===== src/rtl/regfl_rdr.sv =====
// regfl_rdr: snapshots the 7x13 register file read bus and streams a wrapped run of words.
// Build option REGFL_RDR_SKIP_ZERO_EN: zero-valued words are dropped without a handshake.
module regfl_rdr #(
    parameter int W = 13,
    parameter int N = 7
) (
    input  logic           clk,
    input  logic           rst_b,
    input  logic           start,
    input  logic [2:0]     first_idx,
    input  logic [3:0]     num,
    input  logic [N*W-1:0] q_in,
    output logic           out_vld,
    input  logic           out_rdy,
    output logic [W-1:0]   out_d,
    output logic [2:0]     out_idx,
    output logic           busy,
    output logic           done
);
    typedef enum logic [1:0] {IDLE, SEND, DONE} state_t;
    localparam logic [3:0] NUM_MAX = 4'(N);
    localparam logic [2:0] IDX_LAST = 3'(N - 1);
    state_t state;
    logic [N*W-1:0] snap;
    logic [2:0] idx;
    logic [3:0] rem;
    logic [3:0] num_c;
    logic [W-1:0] word;
    logic adv;
    assign num_c = (num > NUM_MAX) ? NUM_MAX : num;
    assign word = snap[W*idx +: W];
`ifdef REGFL_RDR_SKIP_ZERO_EN
    assign out_vld = (state == SEND) && (word != '0);
    assign adv = (state == SEND) && (out_rdy || word == '0);
`else
    assign out_vld = (state == SEND);
    assign adv = out_vld && out_rdy;
`endif
    assign out_d = out_vld ? word : '0;
    assign out_idx = (state == SEND) ? idx : 3'd0;
    assign busy = (state != IDLE);
    assign done = (state == DONE);
    always_ff @(posedge clk or negedge rst_b) begin
        if (!rst_b) begin
            state <= IDLE;
            snap <= '0;
            idx <= '0;
            rem <= '0;
        end else begin
            unique case (state)
                IDLE: if (start) begin
                    snap <= q_in;
                    idx <= ({1'b0, first_idx} >= NUM_MAX) ? 3'd0 : first_idx;
                    rem <= num_c;
                    state <= (num_c != 4'd0) ? SEND : DONE;
                end
                SEND: if (adv) begin
                    idx <= (idx == IDX_LAST) ? 3'd0 : idx + 3'd1;
                    rem <= rem - 4'd1;
                    if (rem == 4'd1) state <= DONE;
                end
                DONE: state <= IDLE;
                default: state <= IDLE;
            endcase
        end
    end
endmodule


===== config.mk =====
export PLATFORM = sky130hd
export DESIGN_NAME = regfl_rdr
export DESIGN_NICKNAME = d
export VERILOG_FILES = /design/src/rtl/regfl_rdr.sv
export SDC_FILE = /design/constraint.sdc
export NUM_CORES = 1
export LEC_CHECK = 0
export ABC_AREA = 1
export CAP_MARGIN = 20
export CORE_UTILIZATION = 50
export CTS_CLUSTER_SIZE = 25
export DETAILED_ROUTE_END_ITERATION = 8
export PLACE_DENSITY = 0.81
export REMOVE_ABC_BUFFERS = 1
export SYNTH_ARGS = -nofsm -noshare
export SYNTH_HDL_FRONTEND = slang
export SYNTH_SLANG_ARGS = --single-unit

===== constraint.sdc =====
create_clock -name clk -period 1.8 [get_ports clk]
set_clock_uncertainty 0.1 [all_clocks]
set_input_delay 0.27 -clock clk [delete_from_list [all_inputs] [get_ports clk]]
set_output_delay 0.27 -clock clk [all_outputs]
set_load 0.05 [all_outputs]

; ---- Word level (Yosys, flattened, before mapping)
; Index checks and enable logic that the tools add are counted.
[totals]
wordCells = 41
n_memories = 0
mem_bits_ro = 0
ff_bits = 100
ramBits = 0
latch_bits = 0
output_inout_bits = 19
[op_classes]
multipliers = 1
bitwise_logic = 0
add_sub_neg = 2
n_mux = 16
reduce_logical = 8
eq_ne = 7
shifts = 1
div_mod_pow = 0
order_cmp = 2
[ops]
columns = op, count
row1 = indexed part select 91 x 8 -> 13 bit, 1
row2 = two-way mux 3 bit, 5
row3 = two-way mux 13 bit, 1
row4 = two-way mux 4 bit, 3
row5 = two-way mux 2 bit, 4
row6 = one-hot mux 4 bit (2 select lines), 1
row7 = multiplier 4 x 3 -> 7 bit (first input constant), 1
row8 = one-hot mux 3 bit (2 select lines), 1
row9 = AND reduction 3 bit, 2
row10 = equality test 4 x 1 -> 1 bit (second input constant), 1
row11 = greater-than comparator 4 x 3 -> 1 bit (second input constant), 1
row12 = inequality test 2 x 1 -> 1 bit (second input constant), 2
row13 = one-hot mux 2 bit (2 select lines), 1
row14 = nonzero test 2 bit, 2
row15 = nonzero test 4 bit, 1
row16 = subtractor 4 x 1 -> 4 bit (second input constant), 1
row17 = adder 3 x 1 -> 3 bit (second input constant), 1
row18 = equality test 3 bit (second input constant), 1
row19 = greater-or-equal comparator 3 bit (second input constant), 1
row20 = equality test 2 x 1 -> 1 bit (second input constant), 1
row21 = equality test 2 bit (second input constant), 1
row22 = zero test 2 bit, 1
row23 = inequality test 2 bit (second input constant), 1
row24 = AND reduction 2 bit, 1
row25 = logical AND 1 bit, 1

; ---- Depth between registers and ports, before layout
[logic_depth]
ltp_word = 6
ltp_mapped = 8
ltp_nobuf = 8

; ---- Least setup slack after synthesis
; Ideal clock, no wire load.
[synth_timing]
kind = reg-to-output
from = register idx[1]
to = output port out_d[1]
required_time_ns = 1.430
path_buffers = 1
setup_slack_ns = -0.312
path_stages_with_launch = 7
t_arrival_ns = 1.742
path_cell_list = dfrtp_1 buf_2 nor2_1 nand3_1 nand2_1 inv_1 a21oi_1
[synth_between]
elab_chain_cells = 3
[synth_rtl]
columns = element, line
row1 = "start, declared", 25  ; logic [2:0] idx;
row2 = "start signal, assigned", 53  ; idx <= ({1'b0, first_idx} >= NUM_MAX) ? 3'd0 : first_idx;
row3 = "start signal, assigned", 58  ; idx <= (idx == IDX_LAST) ? 3'd0 : idx + 3'd1;
row4 = multiplier 4 x 3 -> 7 bit, 31  ; assign word = snap[W*idx +: W];
row5 = indexed part select 91 x 8 -> 13 bit, 31
row6 = two-way mux 13 bit, 39  ; assign out_d = out_vld ? word : '0;
row7 = "end, declared", 15  ; output logic [W-1:0] out_d,
; Every way passes these cells.

; ---- Worst setup path after layout
[layout_timing]
from = register idx[0]
to = output port out_d[3]
; Same word-level chain as after synthesis.

==> qor.yml <==
synth.yosys.warnings: 0
power_density_nw_per_um2: 1850
crit_arrival_ns: 1.79
cp_slowest_cell: "dfrtp_1"
vias_per_cell: 5.15
rows: 36
io_buffers: 120
syn_to_final_growth_pct: 47.6
cts_root_buf: "clkbuf_8"
pre_cts_ws_ns: 0.000519
clk_pin_slew_worst_paths_ns: 0.10
via_count: 5002
ctsHtreeMaxLevel: 3
firstDrtPassIters: 5
leakage_uw: 0.00365
wl_um: 14400
antenna_cells: 0
core_um2: 9680
final_util: 0.757
die_area_um2: 10300
clock_latency_ns: 0.36
reg2regPathDepth: 8
drt_iter0_drc: 298
fmax_mhz: 462
grt_pass1_wl_um: 21600
dr_wl_met3_um: 964
drive_gt1_frac: 0.177
status: "finished with violations"
syn_inst: 682
synth-edff-count: 0
die_height_um: 102
p_total_uw: 13500
ys_ff_latch: 100
grt_antenna_before_repair: 0
path_class: "register to output pin"
num-nets-final: 937
cpMostUsedCell: "buf_12"
worst_slack_ns: -0.364
peakVddDrop_v: 0.00103
drv_cap: 0
postSynthAreaPerCell_um2: 7.29
grt_pass1_vias: 4813
worstPathRequired_ns: 1.43
crit_chain: "buf_6 > buf_12 > nor2_4 > nor2_1 > o21ai_0 > nand3_1 > nand2_1 > nand2_2 > buf_12"
dp_hpwl_um: 9470
top_layer: "met4"
r2r_start: "state[1]"
violations: "setup timing"
synthFlopType: "dfrtp_1"
holdWs_ns: 0.237
final_hold_viol_count: 0
grt_max_degree: 51
route.met2.wl_um: 7380
wl_met1_um: 5800
r2r_slack_ns: 0.05
cts_buffers: 9
max_stage_delay_ns: 0.45
maxSlewHeadroom: 0.744
seq_area_frac_synth: 0.504
ios: 121
cts_tree: "yes"
setup_viol: 13
period_share: 1.20
syn-cell-area_um2: 4970
ys_types: 20
start_kind: "register"
drc_errors: 0
rsz0062_at_grt: "true"
worst_slew_pin_slew_ns: 0.384
post-route-cell-area_um2: 7330
drv_slew: 0
wl_per_cell_um: 14.9
crit_fanout: 26
end_kind: "output pin"
r2r-end: "snap[86]"
cts_buffer_depth: 2
cts.sinks: 100
track_usage: 0.270
hp-class: "primary input to async pin"
drtAntennaViolNets: 0
finalCriticalPeriod_ns: 2.16
placed_area_um2: 6690
grt.overflow.total: 0
die_w_um: 102
floorplan.initialDensity: 0.513
gp_congestion: 0.890
async_reset_ff_frac: 1.00
[critical path, delay by kind of cell, from the launching register on]
kind	cells	cell delay, ns
buffers and inverters	3	0.46
DFF	1	0.45
and+or+nand+nor	5	0.42
AOI/OAI and AO/OA	1	0.10
[placed cells by master, fill, tap and decap left out, types with 2 or more instances in the layout]
cell type,Yosys,routed
a21oi_1,10,3
a21oi_2,0,7
buf_12,0,29
buf_4,1,27
buf_6,9,11
clkbuf_16,0,4
clkbuf_8,0,9
clkdlybuf4s50_1,0,100
clkinvlp_4,0,4
dfrtp_1,100,98
dfrtp_2,0,2
ha_1,2,2
inv_1,51,46
inv_2,3,6
inv_4,0,3
nand2_1,348,327
nand2_2,1,20
nand2_4,0,2
nand3_1,37,31
nand3_2,0,6
nand4_1,2,2
nor2_1,28,20
nor2_2,2,4
nor2_4,1,7
o21ai_0,40,31
o21ai_1,21,28
o21ai_2,0,2
[power by group]
group          leakage, uW  total (uW)  switching (uW)  internal, uW
clock network    0.0000845        1420             780           641
registers          0.00123        3940             597          3340
logic              0.00234        8180            4660          3530
[per-stage QoR]
stage / setup TNS, ns / std cells
6_report: -4.03 / 971
2_1_floorplan: -60.15 / 648
3_3_place_gp: 0 / 939
4_1_cts: -3.50 / 957
5_1_grt: -5.01 / 971
3_5_place_dp: 0 / 939
[final cells by class]
cell class,instances,area [um2]
inverters,55,214
repair buffers,174,2040
flip-flops and latches,100,2500
clock buffers,10,128
clock inverters,6,65.1
well taps,133,166
fillers,675,2350
multi-input cells,493,2220
[flip-flops by register name, indices dropped and copies added, names as in the netlist]
name,cells
snap,91
rem,4
idx,3
state,2
[what timing repair did]
item | CTS | global route
hold buffers | 1 | 0
gates cloned | 0 | 5
pin swaps | 9 | 23
endpoints found under the hold margin | 21 | 0
resized for setup | 50 | 39
setup endpoints to repair | 16 | 26
buffers inserted | 1 | 10
[worst max-delay path by stage]
stage / to / from
2_1_floorplan: out_d[11] / idx[0]
3_3_place_gp: out_d[3] / idx[0]
3_5_place_dp: out_d[12] / idx[0]
4_1_cts: out_d[7] / idx[0]
5_1_grt: out_d[7] / idx[0]
6_report: out_d[3] / idx[0]
[cell families after synthesis]
| kind of cell | synth area share |
|---|---|
| simple gates | 0.334 |
| fa+ha+maj | 0.00504 |
| buf+inv | 0.0859 |
| compound gates | 0.0715 |
| flops | 0.504 |
[cell usage after synthesis, types with 3 or more instances]
cell type / instances / area (um2)
nor2_1: 28 / 105
a21oi_1: 10 / 50.1
nand3_1: 37 / 185
o21ai_0: 40 / 200
nand2_1: 348 / 1310
o21ai_1: 21 / 105
inv_2: 3 / 11.3
buf_6: 9 / 101
clkbuf_1: 7 / 26.3
inv_1: 51 / 191
dfrtp_1: 100 / 2500
buf_2: 17 / 85.1
[per-layer routing]
| metal | vias to the layer above | GRT usage |
|---|---|---|
| met2 | 232 | 0.469 |
| li1 | 2388 | - |
| met3 | 31 | 0.0428 |
| met1 | 2351 | 0.340 |
| met4 | 0 | 0.104 |
| met5 | - | 0 |
(Power assumes the default switching activity.)
